[src/rtl/dso_acq_pkg.sv]
// Shared types for the DSO acquisition sequencer.
// State codes are visible to the OSD through acq_state.
package dso_acq_pkg;

   typedef enum logic [2:0] {
      ARM       = 3'd0,
      WAIT_TRIG = 3'd1,
      POST      = 3'd2,
      DONE      = 3'd3,
      STOPPED   = 3'd4
   } acq_state_t;

   typedef enum logic [1:0] {
      MODE_AUTO   = 2'd0,
      MODE_NORMAL = 2'd1,
      MODE_SINGLE = 2'd2
   } mode_t;

   localparam int OFS_W = 10;

   // Code 3 is reserved and behaves as NORMAL.
   function automatic mode_t decode_mode(input logic [1:0] m);
      mode_t r;
      case (m)
         2'd0:    r = MODE_AUTO;
         2'd2:    r = MODE_SINGLE;
         default: r = MODE_NORMAL;
      endcase
      return r;
   endfunction

endpackage

[src/rtl/dso_acq_if.sv]
// Control/sampler/display bundle around the acquisition sequencer.
// master = sequencer side, slave = sampler/user/display side.
interface dso_acq_if;
   import dso_acq_pkg::*;

   logic [1:0]       trig_mode;
   logic             run_key;
   logic             single_key;
   logic             ad_buf_wr;
   logic             ad_sample_trig;
   logic [OFS_W-1:0] ad_sample_offset;
   logic             disp_done;
   logic             wave_run;
   logic             wr_over;
   logic             force_trig;
   logic             frame_valid;
   logic [OFS_W-1:0] frame_trig_offset;
   logic             frame_auto;
   logic [2:0]       acq_state;

   modport master (
      input  trig_mode, run_key, single_key, ad_buf_wr,
      input  ad_sample_trig, ad_sample_offset, disp_done,
      output wave_run, wr_over, force_trig, frame_valid,
      output frame_trig_offset, frame_auto, acq_state
   );

   modport slave (
      output trig_mode, run_key, single_key, ad_buf_wr,
      output ad_sample_trig, ad_sample_offset, disp_done,
      input  wave_run, wr_over, force_trig, frame_valid,
      input  frame_trig_offset, frame_auto, acq_state
   );

endinterface

[src/rtl/dso_acq_timer.sv]
// Saturating timeout counter; tc fires once per clear at LIMIT-1.
module dso_acq_timer #(
   parameter int LIMIT = 5000000
) (
   input  logic clk,
   input  logic rst,
   input  logic clr,
   input  logic en,
   output logic tc
);
   localparam int TW = (LIMIT > 1) ? $clog2(LIMIT) : 1;
   localparam logic [TW-1:0] LAST = TW'(LIMIT - 1);
   localparam logic [TW-1:0] MAXV = '1;

   logic [TW-1:0] count;
   logic          hit;

   assign tc = en && !clr && !hit && (count == LAST);

   always_ff @(posedge clk or posedge rst) begin
      if (rst) begin
         count <= '0;
         hit   <= 1'b0;
      end else if (clr) begin
         count <= '0;
         hit   <= 1'b0;
      end else if (en) begin
         if (count != MAXV) count <= count + 1'b1;
         if (tc) hit <= 1'b1;
      end
   end

endmodule

[src/rtl/dso_acq_ctrl.sv]
// Acquisition sequencer: arm / wait-trigger / post-fill / hand-off,
// with AUTO forced triggers and frame-boundary run/stop.
module dso_acq_ctrl
   import dso_acq_pkg::*;
#(
   parameter int WAVE_DEPTH   = 1024,
   parameter int HALF_DEPTH   = WAVE_DEPTH >> 1,
   parameter int AUTO_TIMEOUT = 5000000,
   parameter bit RUN_AT_RESET = 1'b1
) (
   input logic       ad_clk,
   input logic       rst,
   dso_acq_if.master bus
);
   localparam logic [10:0] HALF = 11'(HALF_DEPTH);

   acq_state_t  state;
   mode_t       mode;
   logic        mode_ld;
   logic        stop_pend;
   logic        forced;
   logic [10:0] cnt;
   logic [10:0] cnt_inc;
   logic        tmr_tc;
   logic        stop_now;

   assign cnt_inc  = (cnt == HALF) ? cnt : cnt + 11'd1;
   assign stop_now = stop_pend ^ bus.run_key;
   assign bus.acq_state = state;

   dso_acq_timer #(.LIMIT(AUTO_TIMEOUT)) u_timer (
      .clk (ad_clk),
      .rst (rst),
      .clr (state != WAIT_TRIG),
      .en  (state == WAIT_TRIG),
      .tc  (tmr_tc)
   );

   always_ff @(posedge ad_clk or posedge rst) begin
      if (rst) begin
         state                 <= RUN_AT_RESET ? ARM : STOPPED;
         mode                  <= MODE_NORMAL;
         mode_ld               <= 1'b1;
         stop_pend             <= 1'b0;
         forced                <= 1'b0;
         cnt                   <= '0;
         bus.wave_run          <= RUN_AT_RESET;
         bus.wr_over           <= 1'b0;
         bus.force_trig        <= 1'b0;
         bus.frame_valid       <= 1'b0;
         bus.frame_trig_offset <= '0;
         bus.frame_auto        <= 1'b0;
      end else begin
         bus.wr_over    <= 1'b0;
         bus.force_trig <= 1'b0;
         if (bus.run_key && state != STOPPED) stop_pend <= ~stop_pend;
         unique case (state)
            ARM: begin
               bus.wave_run <= 1'b1;
               if (mode_ld) begin
                  mode    <= decode_mode(bus.trig_mode);
                  mode_ld <= 1'b0;
               end
               if (bus.ad_buf_wr) begin
                  if (cnt_inc == HALF) begin
                     cnt    <= '0;
                     forced <= 1'b0;
                     state  <= WAIT_TRIG;
                  end else cnt <= cnt_inc;
               end
            end
            WAIT_TRIG: begin
               // A real trigger beats a same-cycle timeout.
               if (bus.ad_sample_trig) begin
                  bus.frame_auto        <= forced;
                  bus.frame_trig_offset <= forced ? '0 : bus.ad_sample_offset;
                  state                 <= POST;
               end else if (mode == MODE_AUTO && tmr_tc) begin
                  bus.force_trig <= 1'b1;
                  forced         <= 1'b1;
               end
            end
            POST: begin
               if (bus.ad_buf_wr) begin
                  if (cnt_inc == HALF) begin
                     cnt             <= '0;
                     bus.frame_valid <= 1'b1;
                     state           <= DONE;
                  end else cnt <= cnt_inc;
               end
            end
            DONE: begin
               if (bus.disp_done) begin
                  stop_pend <= 1'b0;
                  if (stop_now || mode == MODE_SINGLE) begin
                     bus.wave_run <= 1'b0;
                     state        <= STOPPED;
                  end else begin
                     bus.wr_over     <= 1'b1;
                     bus.wave_run    <= 1'b1;
                     bus.frame_valid <= 1'b0;
                     mode_ld         <= 1'b1;
                     state           <= ARM;
                  end
               end
            end
            STOPPED: begin
               bus.wave_run <= 1'b0;
               if (bus.run_key || bus.single_key) begin
                  bus.wr_over     <= 1'b1;
                  bus.wave_run    <= 1'b1;
                  bus.frame_valid <= 1'b0;
                  stop_pend       <= 1'b0;
                  cnt             <= '0;
                  state           <= ARM;
                  if (bus.single_key) begin
                     mode    <= MODE_SINGLE;
                     mode_ld <= 1'b0;
                  end else mode_ld <= 1'b1;
               end
            end
            default: state <= STOPPED;
         endcase
      end
   end

endmodule

[src/flat_wrapper.sv]
// flat-port wrapper written by rule: the top's interface ports become plain ports
module dso_acq_ctrl_flat import dso_acq_pkg::*;
#(
   parameter int WAVE_DEPTH   = 1024,
   parameter int HALF_DEPTH   = WAVE_DEPTH >> 1,
   parameter int AUTO_TIMEOUT = 5000000,
   parameter bit RUN_AT_RESET = 1'b1
)
  (ad_clk, rst, bus_trig_mode, bus_run_key, bus_single_key, bus_ad_buf_wr, bus_ad_sample_trig, bus_ad_sample_offset, bus_disp_done, bus_wave_run, bus_wr_over, bus_force_trig, bus_frame_valid, bus_frame_trig_offset, bus_frame_auto, bus_acq_state);
  dso_acq_if bus_i ();
  input logic ad_clk;
  input logic rst;
  input wire logic [$bits(bus_i.trig_mode)-1:0] bus_trig_mode;
  input wire logic [$bits(bus_i.run_key)-1:0] bus_run_key;
  input wire logic [$bits(bus_i.single_key)-1:0] bus_single_key;
  input wire logic [$bits(bus_i.ad_buf_wr)-1:0] bus_ad_buf_wr;
  input wire logic [$bits(bus_i.ad_sample_trig)-1:0] bus_ad_sample_trig;
  input wire logic [$bits(bus_i.ad_sample_offset)-1:0] bus_ad_sample_offset;
  input wire logic [$bits(bus_i.disp_done)-1:0] bus_disp_done;
  output wire logic [$bits(bus_i.wave_run)-1:0] bus_wave_run;
  output wire logic [$bits(bus_i.wr_over)-1:0] bus_wr_over;
  output wire logic [$bits(bus_i.force_trig)-1:0] bus_force_trig;
  output wire logic [$bits(bus_i.frame_valid)-1:0] bus_frame_valid;
  output wire logic [$bits(bus_i.frame_trig_offset)-1:0] bus_frame_trig_offset;
  output wire logic [$bits(bus_i.frame_auto)-1:0] bus_frame_auto;
  output wire logic [$bits(bus_i.acq_state)-1:0] bus_acq_state;
  assign bus_i.trig_mode = bus_trig_mode;
  assign bus_i.run_key = bus_run_key;
  assign bus_i.single_key = bus_single_key;
  assign bus_i.ad_buf_wr = bus_ad_buf_wr;
  assign bus_i.ad_sample_trig = bus_ad_sample_trig;
  assign bus_i.ad_sample_offset = bus_ad_sample_offset;
  assign bus_i.disp_done = bus_disp_done;
  assign bus_wave_run = bus_i.wave_run;
  assign bus_wr_over = bus_i.wr_over;
  assign bus_force_trig = bus_i.force_trig;
  assign bus_frame_valid = bus_i.frame_valid;
  assign bus_frame_trig_offset = bus_i.frame_trig_offset;
  assign bus_frame_auto = bus_i.frame_auto;
  assign bus_acq_state = bus_i.acq_state;
  dso_acq_ctrl #(.WAVE_DEPTH(WAVE_DEPTH), .HALF_DEPTH(HALF_DEPTH), .AUTO_TIMEOUT(AUTO_TIMEOUT), .RUN_AT_RESET(RUN_AT_RESET)) u_core (.ad_clk(ad_clk), .rst(rst), .bus(bus_i));
endmodule
[config.mk]
export PLATFORM = sky130hd
export DESIGN_NAME = dso_acq_ctrl_flat
export DESIGN_NICKNAME = d
export VERILOG_FILES = /design/src/rtl/dso_acq_pkg.sv /design/src/rtl/dso_acq_if.sv /design/src/rtl/dso_acq_timer.sv /design/src/rtl/dso_acq_ctrl.sv /design/src/flat_wrapper.sv
export SDC_FILE = /design/constraint.sdc
export NUM_CORES = 1
export LEC_CHECK = 0
export CAP_MARGIN = 20
export CELL_PAD_IN_SITES_DETAIL_PLACEMENT = 1
export CELL_PAD_IN_SITES_GLOBAL_PLACEMENT = 2
export CORE_MARGIN = 4
export CORE_UTILIZATION = 34
export DETAILED_ROUTE_END_ITERATION = 10
export GPL_TIMING_DRIVEN = 0
export PLACE_DENSITY_LB_ADDON = 0.1
export SLEW_MARGIN = 25
export SYNTH_ARGS = -nofsm -noshare
export SYNTH_HDL_FRONTEND = slang
export SYNTH_SLANG_ARGS = --single-unit
[constraint.sdc]
create_clock -name ad_clk -period 2.7 [get_ports ad_clk]
set_input_delay 0.675 -clock ad_clk [delete_from_list [all_inputs] [get_ports ad_clk]]
set_output_delay 0.675 -clock ad_clk [all_outputs]
set_load 0.01 [all_outputs]
==> impl_metrics.tcl, run 1 <==
set metrics [dict create \
    period_minus_slack_ns 2.469 \
    cp_max_fo 9 \
    synth-seq-cells 58 \
    status "finished, final reports clean" \
    rows 34 \
    p_switching_uw 577.2 \
    numPortBuffers 36 \
    cts_buffers 9 \
    ctsResizeCount 0 \
    async_flop_share_pct 100.0 \
    clkPwrFrac_pct 36.0 \
    hold_path.class "flop to flop" \
    fp.dieArea_um2 10890 \
    postCtsSetupRepairBufs 0 \
    synth_seq_area_share_pct 46.10 \
    combinationalPowerShare_pct 16.8 \
    power.share.switching_pct 28.99 \
    cp.required_ns 2.93 \
    initial_core_util_pct 35.51 \
    total_power_uw 1991 \
    vias_per_cell 5.280 \
    cts.path.max_buffers 2 \
    path_clk_slew_ns 0.07 \
    hold_buffers 0 \
    htreeDepth 3 \
    wl_per_cell_um 15.62 \
    drive_above_1_share_pct 8.232 \
    vias 2751 \
    worstMarginPinSlew_ns 0.6369 \
    fin_crit_sh_pct 91.45 \
    antenna_found_initial 0 \
    grt_pass1_vias 2819 \
    syn_area_per_cell_um2 8.769 \
    syn_area_um2 3157 \
    vdd_drop_max_mv 0.2716 \
    gp_congestion 0.7935 \
    setup_viol 0 \
    areaGrowthSynthToFinish_pct 22.08 \
    synth_nets 382 \
    syn_inst 360 \
    globalRouteTotalUtil_pct 15.98 \
    criticalPathCategory "flop to flop" \
    synthDistinctLibCells 47 \
    clk_latency_ns 0.34 \
    grt_overflow_total 0 \
    cts_sinks 58 \
    max_freq_mhz 405.0 \
    drtIter0Drc 83 \
    slew_headroom_pct 57.38 \
    die_y_um 104.4 \
    endpoint_kind "flop" \
    ys_warn_count 0 \
    p_leak_uw 0.001605 \
    ios 37 \
    nets 430 \
    die_w_um 104.4 \
    dr.pass1.iters 4 \
    grt_max_degree 47 \
    core_um2 8891 \
    cts-root-buf "clkbuf_8" \
    synth_flop_cell "dfrtp_1" \
    seqPwrFrac_pct 47.2 \
    drc_errors 0 \
    placed_cells 505 \
    hold_viol_final 0 \
    setup_slack_ns 0.2310 \
    dp_hpwl_mm 5.936 \
    rsz0062_at_grt "no" \
    cts_tree "yes" \
    routed_wl_mm 8.136 \
    cap_violations 0 \
    place_ws_ns 0.1865 \
    n_antenna_cell 0 \
    internal_power_uw 1414 \
    finClkSkew_ns 0.007105 \
    synth_edf_count 0 \
    fin_cells 521 \
    grt_pass1_wl_mm 14.15 \
    slew_violations 0 \
    arrival_ns 2.70 \
    antenna_left 0 \
    p_per_area_nw_per_um2 516.7 \
    worst_setup_path_start_kind "flop" \
]
==> sequential cells by signal, indices dropped and copies added, names as in the netlist, 2 cells and up <==
name / count
u_core.bus.acq_state: 3
u_core.cnt: 11
u_core.bus.frame_trig_offset: 10
u_core.u_timer.count: 23
u_core.mode: 2
==> metal layers <==
metal  track usage [%]  wire, µm  vias up
li1                  -         -     1359
met1             22.72      4126     1331
met2             23.85      3610       57
met3             4.593       336        4
met4             3.989        62        0
met5                 0         0        -
==> cell usage after synthesis (2+ instances only) <==
cell | count | area share [%]
dfrtp_1 | 55 | 44
nor2b_1 | 4 | 0.79
mux2_2 | 2 | 0.71
o21ai_0 | 27 | 4.3
buf_4 | 4 | 0.95
xnor2_1 | 6 | 1.7
and3_1 | 9 | 1.8
clkbuf_1 | 11 | 1.3
xor2_1 | 11 | 3.1
a21o_1 | 3 | 0.71
mux2i_1 | 3 | 0.95
nand3b_1 | 2 | 0.48
nor4_1 | 2 | 0.40
nand2b_1 | 18 | 3.6
inv_1 | 10 | 1.2
dfstp_2 | 3 | 2.5
a211oi_1 | 3 | 0.71
a21oi_1 | 19 | 3.0
nand4_1 | 7 | 1.4
or3_1 | 4 | 0.79
o31ai_1 | 3 | 0.71
and4_1 | 4 | 1.1
ha_1 | 3 | 1.2
nor2_1 | 46 | 5.5
nand2_1 | 41 | 4.9
nand3_1 | 23 | 3.6
a211o_1 | 2 | 0.55
a31oi_1 | 6 | 1.2
nor3_1 | 9 | 1.4
nor4b_1 | 3 | 0.83
==> area by class of cell <==
type                            instances  area [µm²]
Fill cell                            1091        5037
Multi-Input combinational cell        276        1588
Sequential cell                        58        1455
Timing Repair Buffer                   37       387.9
Clock buffer                           11       141.4
Tap cell                              108       135.1
Buffer                                 16       76.32
Inverter                               10       40.04
Clock inverter                          5       30.03
==> final timing paths <==
path                                                      start                         endpoint  slack, ns  depth (start not counted)
worst max-delay path                              u_core.cnt[0]                    u_core.cnt[6]       0.23                          8
worst min-delay path            u_core.bus.frame_trig_offset[7]  u_core.bus.frame_trig_offset[7]       0.48                          2
worst max register to register                    u_core.cnt[0]                    u_core.cnt[6]       0.23                          8
worst min register to register  u_core.bus.frame_trig_offset[7]  u_core.bus.frame_trig_offset[7]       0.48                          2
max in group asynchronous                                   rst                   u_core.mode_ld       1.55                          3
min in group asynchronous                                   rst                    u_core.cnt[5]       0.61                          2
==> worst max-delay path, stage by stage (launching register included) <==
cell,delay [ns]
dfrtp_1,0.48
ha_1,0.35
and3_1,0.25
nand3_1,0.15
o21ai_0,0.27
o2111ai_2,0.19
o21ai_4,0.31
nor2_1,0.09
a211o_1,0.27
==> power groups by stage <==
stage,clock [µW],combinational [µW],sequential (µW)
floorplan,0,218,953
global placement,0,327,954
detailed placement,0,336,956
CTS,748,339,940
global route,785,376,944
finish,717,334,940
==> placed cells by master, fill, tap and decap left out, types with 2 or more instances in the layout <==
cell type        synthesis  layout
and3_1                   9       9
ha_1                     3       3
a21o_1                   3       3
dfrtp_1                 55      55
nor2b_1                  4       4
mux2i_1                  3       3
clkdlybuf4s50_1          0      36
nand3b_1                 2       2
clkbuf_1                11      12
o21ai_0                 27      27
buf_4                    4       4
a21oi_1                 19      19
nand3_1                 23      23
inv_1                   10       9
dfstp_2                  3       3
clkinv_2                 0       3
nor3_1                   9       9
a31oi_1                  6       6
o31ai_1                  3       3
and4_1                   4       4
xnor2_1                  6       6
nor4_1                   2       2
xor2_1                  11      11
nor4b_1                  3       3
nand2_1                 41      41
nand2b_1                18      18
nor2_1                  46      46
a211o_1                  2       2
or3_1                    4       4
clkinvlp_4               0       2
mux2_2                   2       2
a211oi_1                 3       3
clkbuf_8                 0      10
nand4_1                  7       7
==> kinds of logic after synthesis <==
family,count (synthesis),share of synthesized area (%)
simple gates,177,27.98
xor+xnor,17,4.717
fa+ha+maj,3,1.189
flops,58,46.10
buf+inv,26,3.607
compound gates,74,14.74
mux,5,1.665
==> per-stage QoR <==
| stage | hold slack [ns] | utilization, % | instance area (µm²) | TNS [ns] |
|---|---|---|---|---|
| after CTS | 0.4869 | 43.34 | 3854 | 0 |
| after floorplan | 0.4672 | - | 3157 | 0 |
| after global routing | 0.5138 | 43.34 | 3854 | 0 |
| after global placement | 0.4619 | 41.08 | 3652 | -36.14 |
| final | 0.4837 | 43.34 | 3854 | 0 |
| after detailed placement | 0.4708 | 41.42 | 3682 | 0 |
Note: power is estimated with default switching activity, not from simulation.
==> run 2: changes to the inputs <==
Settings changed: CORE_MARGIN 4 to unset, CORE_UTILIZATION 34 to 35, SYNTH_HIERARCHICAL set to 1.
==> run 2 against run 1 <==
The flow now finishes with violations (negative setup slack). Wire length up 1.2%. Power decreased by 5.5%. Via count rose by 1.3%. Combinational power fell by 29%. Worst setup slack got worse by 0.27 ns. Largest cell class unchanged. Largest power group unchanged.
==> impl_metrics.tcl, run 2 <==
set metrics [dict create \
    largestRegisters "u_core/u_timer/count (23), u_core/cnt (11), u_core/bus.frame_trig_offset (10)" \
    dr.pass1.iters 4 \
    wl_per_cell_um 16.12 \
    grt_max_degree 35 \
    htreeDepth 3 \
    synth_area_leaders "dfrtp_1 44%, o21ai_0 5.4%, nor2_1 4.0%" \
    yosys.area.top_type "dfrtp_1" \
    busiest_layer "met2" \
    core_um2 8721 \
    drtIter0Drc 79 \
    async_flop_share_pct 100.0 \
    hold_path.class "flop to flop" \
    cap_violations 0 \
    crit_path_end "u_core/forced" \
    rsz0062_at_grt "yes" \
    period_minus_slack_ns 2.739 \
    worst_setup_path_start_kind "flop" \
    reg2reg_slack_ns -0.04 \
    largest_reg_flops 23 \
    r2r-start "u_core/cnt[0]" \
    crit_start "u_core/cnt[0]" \
    critPathMaxStageDelay_ns 0.53 \
    multi_input_area_um2 1617 \
    cts_buffers 9 \
    synth_flop_cell "dfrtp_1" \
    p_leak_uw 0.001606 \
    dp_hpwl_mm 5.775 \
    hold_buffers 0 \
    max_freq_mhz 365.1 \
    synth-seq-cells 58 \
    fin_area_um2 3935 \
    syn_area_per_cell_um2 9.109 \
    synth_common_cells "55 x dfrtp_1, 34 x nor2_1, 34 x o21ai_0, 33 x nand2_1, 15 x nand3_1" \
    grt_pass1_wl_mm 14.58 \
    reg2reg_depth 8 \
    antenna_left 0 \
    endpoint_kind "flop" \
    vias_per_cell 5.456 \
    slew_headroom_pct 49.72 \
    cts-root-buf "clkbuf_8" \
    vias 2788 \
    cp_max_fo 3 \
    synth_seq_area_share_pct 46.17 \
    path_clk_slew_ns 0.06 \
    areaGrowthSynthToFinish_pct 24.85 \
    setup_slack_ns -0.03866 \
    slew_violations 0 \
    antenna_found_initial 0 \
    n_antenna_cell 0 \
    cts_tree "yes" \
    total_power_uw 1883 \
    seqCellArea_um2 1456 \
    nets 420 \
    setup_viol 2 \
    cp_num_cells 8 \
    cp.required_ns 2.92 \
    cts_sinks 58 \
    met1_usage_pct 26.51 \
    top_register "u_core/u_timer/count" \
    p_per_area_nw_per_um2 478.4 \
    syn_area_um2 3152 \
    crit_slowest_cell "or4b_4" \
    gp_congestion 0.7323 \
    grt_pass1_vias 2916 \
    place_area_um2 3647 \
    rows 34 \
    mostFrequentLayoutCell "dfrtp_1" \
    fp.dieArea_um2 9389 \
    routed_wl_mm 8.237 \
    num-fill-cells 1057 \
    use_met2_pct 29.74 \
    vdd_drop_max_mv 0.2382 \
    violations "negative setup slack" \
    rr_endpoint "u_core/forced" \
    criticalPathCategory "flop to flop" \
    synth_nets 368 \
    ios 37 \
    clk_latency_ns 0.34 \
    layout_common_cells "54 x dfrtp_1, 36 x clkdlybuf4s50_1, 34 x nor2_1, 34 x o21ai_0, 33 x nand2_1" \
    worstMarginPinSlew_ns 0.7531 \
    initial_core_util_pct 36.14 \
    crit_chain "inv_2 -> ha_4 -> or4b_1 -> or4b_4 -> or3_4 -> a211oi_4 -> nand3_2 -> o32a_1" \
    synthDistinctLibCells 61 \
    drc_errors 0 \
    globalRouteTotalUtil_pct 19.06 \
    synth.top_cell.area_share_pct 43.67 \
    die_w_um 96.90 \
    yosysMostFrequentCell "dfrtp_1" \
    drive_above_1_share_pct 13.15 \
    hold_viol_final 0 \
    die_y_um 96.90 \
    syn_inst 346 \
    status "finished, violations left" \
    fin_crit_sh_pct 101.4 \
    synth_edf_count 0 \
    finClkSkew_ns 0.01036 \
    numPortBuffers 36 \
    cp_num_buf_inv 1 \
    arrival_ns 2.96 \
    ys_warn_count 6 \
    grt_use_met3_pct 2.890 \
    crit_family "simple AND/OR/NAND/NOR gates" \
    grt_overflow_total 0 \
    cts.path.max_buffers 2 \
]
-- run 2: where the power goes --
part           switching [µW]  leakage, µW  internal (µW)  total, µW
combinational             119     0.000733            118        237
sequential               28.8     0.000788            899        928
clock                     332    0.0000850            386        718
-- run 2: how the worst min path moves through the flow --
stage | startpoint | end | slack [ns] | cells after the start
floorplan | u_core/u_timer/hit | u_core/u_timer/hit | 0.45 | 1
finish | u_core/bus.frame_trig_offset[7] | u_core/bus.frame_trig_offset[7] | 0.48 | 2
global route | u_core/u_timer/hit | u_core/u_timer/hit | 0.51 | 1
detailed placement | u_core/bus.frame_trig_offset[1] | u_core/bus.frame_trig_offset[1] | 0.47 | 2
CTS | u_core/bus.frame_trig_offset[1] | u_core/bus.frame_trig_offset[1] | 0.49 | 2
global placement | u_core/bus.frame_trig_offset[1] | u_core/bus.frame_trig_offset[1] | 0.46 | 2
-- run 2: area by class of cell --
cell class	count	share of cell area (%)
Buffer	16	2.035
Clock buffer	16	4.324
Inverter	14	1.335
Multi-Input combinational cell	255	41.08
Sequential cell	58	37.01
Tap cell	108	3.434
Timing Repair Buffer	44	10.78
-- run 2: metrics by stage --
stage | setup TNS (ns) | instances | util (%) | setup slack, ns | hold WS, ns
finish | -0.05380 | 511 | 45.12 | -0.03866 | 0.4823
global route | -0.3088 | 511 | 45.12 | -0.1250 | 0.5094
CTS | -0.2614 | 510 | 44.92 | -0.1310 | 0.4861
detailed placement | -1.803 | 490 | 41.82 | -0.4682 | 0.4719
global placement | -1.779 | 490 | 41.82 | -0.4854 | 0.4611
floorplan | 0 | 346 | - | 0.001318 | 0.4501
-- run 2: cell families after synthesis --
logic type / share of synthesized area, %
and+or+nand+nor: 25.88
buffers and inverters: 4.525
xor gates and xnor gates: 3.891
muxes: 1.786
adders and majority gates: 1.191
AOI/OAI and AO/OA: 16.55
DFF: 46.17
-- run 2: worst register-to-register path: cells and delay by family (launching register included) --
family,cells,cell delay [ns]
adder cells (fa/ha/maj),1,0.13
AND/OR/NAND/NOR,4,1.44
flip-flops,1,0.39
AO/OA/AOI/OAI,2,0.57
buffers and inverters,1,0.08
-- run 2: layer usage --
| metal | vias up | wire, µm |
|---|---|---|
| met5 | - | 0 |
| met4 | 0 | 133 |
| met3 | 10 | 190 |
| met2 | 43 | 3742 |
| met1 | 1386 | 4170 |
| li1 | 1349 | - |
-- run 2: repair_timing --
| action | in CTS | in global routing |
|---|---|---|
| endpoints found under the setup margin | 9 | 6 |
| setup buffers | 5 | 4 |
| pin swaps | 3 | 5 |
| gates cloned | 0 | 0 |
| resized for setup | 14 | 4 |
==> run 3: changes to the inputs <==
Settings changed: CORE_UTILIZATION 35 to 37.
Clock period 2.7 ns to 3.21 ns, I/O delays scaled along.
==> run 3 against run 2 <==
The flow now finishes without violations. Clock-buffer cell count shrank 2. Wire length shrank 1.8%. Non-clock buffer count shrank 6. Register-to-register slack gained 0.18 ns. Sequential cell count is the same. Power shrank 17%. Cell count shrank 1.8%. Sequential power shrank 15%.
==> impl_metrics.tcl, run 3 (same netlist as run 2, synthesis figures left out) <==
set metrics [dict create \
    route.met3.wl_um 288 \
    hold_buffers 0 \
    slew_violations 0 \
    globalRouteTotalUtil_pct 20.33 \
    place_area_um2 3643 \
    top_register "u_core/u_timer/count" \
    die_y_um 94.30 \
    ios 37 \
    vdd_drop_max_mv 0.1882 \
    max_freq_mhz 326.1 \
    cts.path.max_buffers 2 \
    wl_per_cell_um 16.11 \
    fin_tns_setup_ns 0 \
    cp.required_ns 3.42 \
    timing.hold.ws_ns 0.4854 \
    finClkSkew_ns 0.008349 \
    cp_num_buf_inv 2 \
    fp.dieArea_um2 8892 \
    initial_core_util_pct 38.36 \
    dr.pass1.iters 4 \
    path_clk_slew_ns 0.06 \
    vias 2701 \
    antenna_found_initial 0 \
    postCtsSetupRepairBufs 0 \
    setup_viol 0 \
    routed_wl_mm 8.088 \
    areaGrowthSynthToFinish_pct 21.48 \
    nets 414 \
    p_per_area_nw_per_um2 408.5 \
    mostFrequentLayoutCell "dfrtp_1" \
    largestRegisters "u_core/u_timer/count (23), u_core/cnt (11), u_core/bus.frame_trig_offset (10)" \
    cts_tree "yes" \
    top_layer_used "met4" \
    period_minus_slack_ns 3.067 \
    rows 33 \
    gp_congestion 0.7356 \
    slew_headroom_pct 39.31 \
    drt-met1-wl_mm 4.082 \
    hold_path.class "flop to flop" \
    vias_per_cell 5.380 \
    endpoint_kind "flop" \
    cts_sinks 58 \
    grt_max_degree 35 \
    dp_hpwl_mm 5.802 \
    drive_above_1_share_pct 9.572 \
    cap_violations 0 \
    clk_latency_ns 0.33 \
    criticalPathCategory "flop to flop" \
    placed_cells 487 \
    crit_slowest_cell "or4b_1" \
    critPathMaxStageDelay_ns 0.47 \
    fin_cells 502 \
    cts_buffers 9 \
    drc_errors 0 \
    p_leak_uw 0.001556 \
    num-fill-cells 969 \
    dr_wl_met2_mm 3.583 \
    drtIter0Drc 97 \
    crit_chain "inv_1 -> ha_1 -> or4b_1 -> or4b_1 -> buf_2 -> or3_1 -> a211oi_2 -> nand3_1 -> o32a_1" \
    hold_viol_final 0 \
    cp_max_fo 7 \
    grt_pass1_vias 2768 \
    antenna_left 0 \
    die_w_um 94.30 \
    rsz0062_at_grt "no" \
    crit_family "simple AND/OR/NAND/NOR gates" \
    numPortBuffers 36 \
    grt_overflow_total 0 \
    arrival_ns 3.28 \
    fin_area_um2 3829 \
    grt_pass1_wl_mm 13.90 \
    worstMarginPinSlew_ns 0.9047 \
    ctsResizeCount 0 \
    status "finished, final reports clean" \
    n_antenna_cell 0 \
    htreeDepth 3 \
    cpMostUsedCell "or4b_1" \
    largest_reg_flops 23 \
    worst_setup_path_start_kind "flop" \
    core_um2 8217 \
    layout_common_cells "55 x dfrtp_1, 36 x clkdlybuf4s50_1, 34 x nor2_1, 34 x o21ai_0, 33 x nand2_1" \
    fin_crit_sh_pct 95.53 \
    cts-root-buf "clkbuf_8" \
]
==> run 3: area by class of cell <==
type                       instances  area (µm²)  area share (%)
buffer                            18       86.33           2.255
sequential                        58        1455           38.01
inverter                          14       52.55           1.373
multi-input combinational        255        1560           40.75
clock buffer                      14       172.7           4.510
timing repair buffer              36       360.3           9.412
tap                              105       131.4           3.431
clock inverter                     2       10.01          0.2614
==> run 3: worst paths after layout <==
kind	endpoint	start	cells past startpoint	slack (ns)
min reg2reg	u_core/bus.frame_trig_offset[6]	u_core/bus.frame_trig_offset[6]	2	0.49
min in group asynchronous	u_core/u_timer/count[16]	rst	2	0.91
max in group asynchronous	u_core/cnt[4]	rst	2	1.76
min	u_core/bus.frame_trig_offset[6]	u_core/bus.frame_trig_offset[6]	2	0.49
max reg2reg	u_core/forced	u_core/cnt[0]	9	0.14
max	u_core/forced	u_core/cnt[0]	9	0.14
==> run 3: per-layer routing <==
metal	track usage, %	up-vias
met5	0	-
li1	-	1335
met1	28.83	1316
met4	8.846	0
met3	3.317	9
met2	30.25	41
==> run 3: worst reg2reg max path: stages, from the launching register on <==
cell and delay, ns:
dfrtp_1 0.44, inv_1 0.11, ha_1 0.16, or4b_1 0.43
or4b_1 0.47, buf_2 0.17, or3_1 0.33, a211oi_2 0.29
nand3_1 0.22, o32a_1 0.35
==> run 3: power by group <==
group | switching, µW | internal [µW] | total, µW | leakage, µW
Combinational | 81.9 | 74.5 | 156 | 0.000670
Clock | 281 | 342 | 622 | 0.0000965
Sequential | 29.3 | 756 | 785 | 0.000790
==> run 3: per-stage QoR <==
stage                     power (µW)  utilization [%]  worst slack (ns)
final                           1564            46.60            0.1433
after global routing            1654            46.60           0.02929
after CTS                       1596            46.57           0.01501
after floorplan                893.9                -            0.4710
after detailed placement       956.1            44.34           0.04243
after global placement         952.5            44.34           0.08499
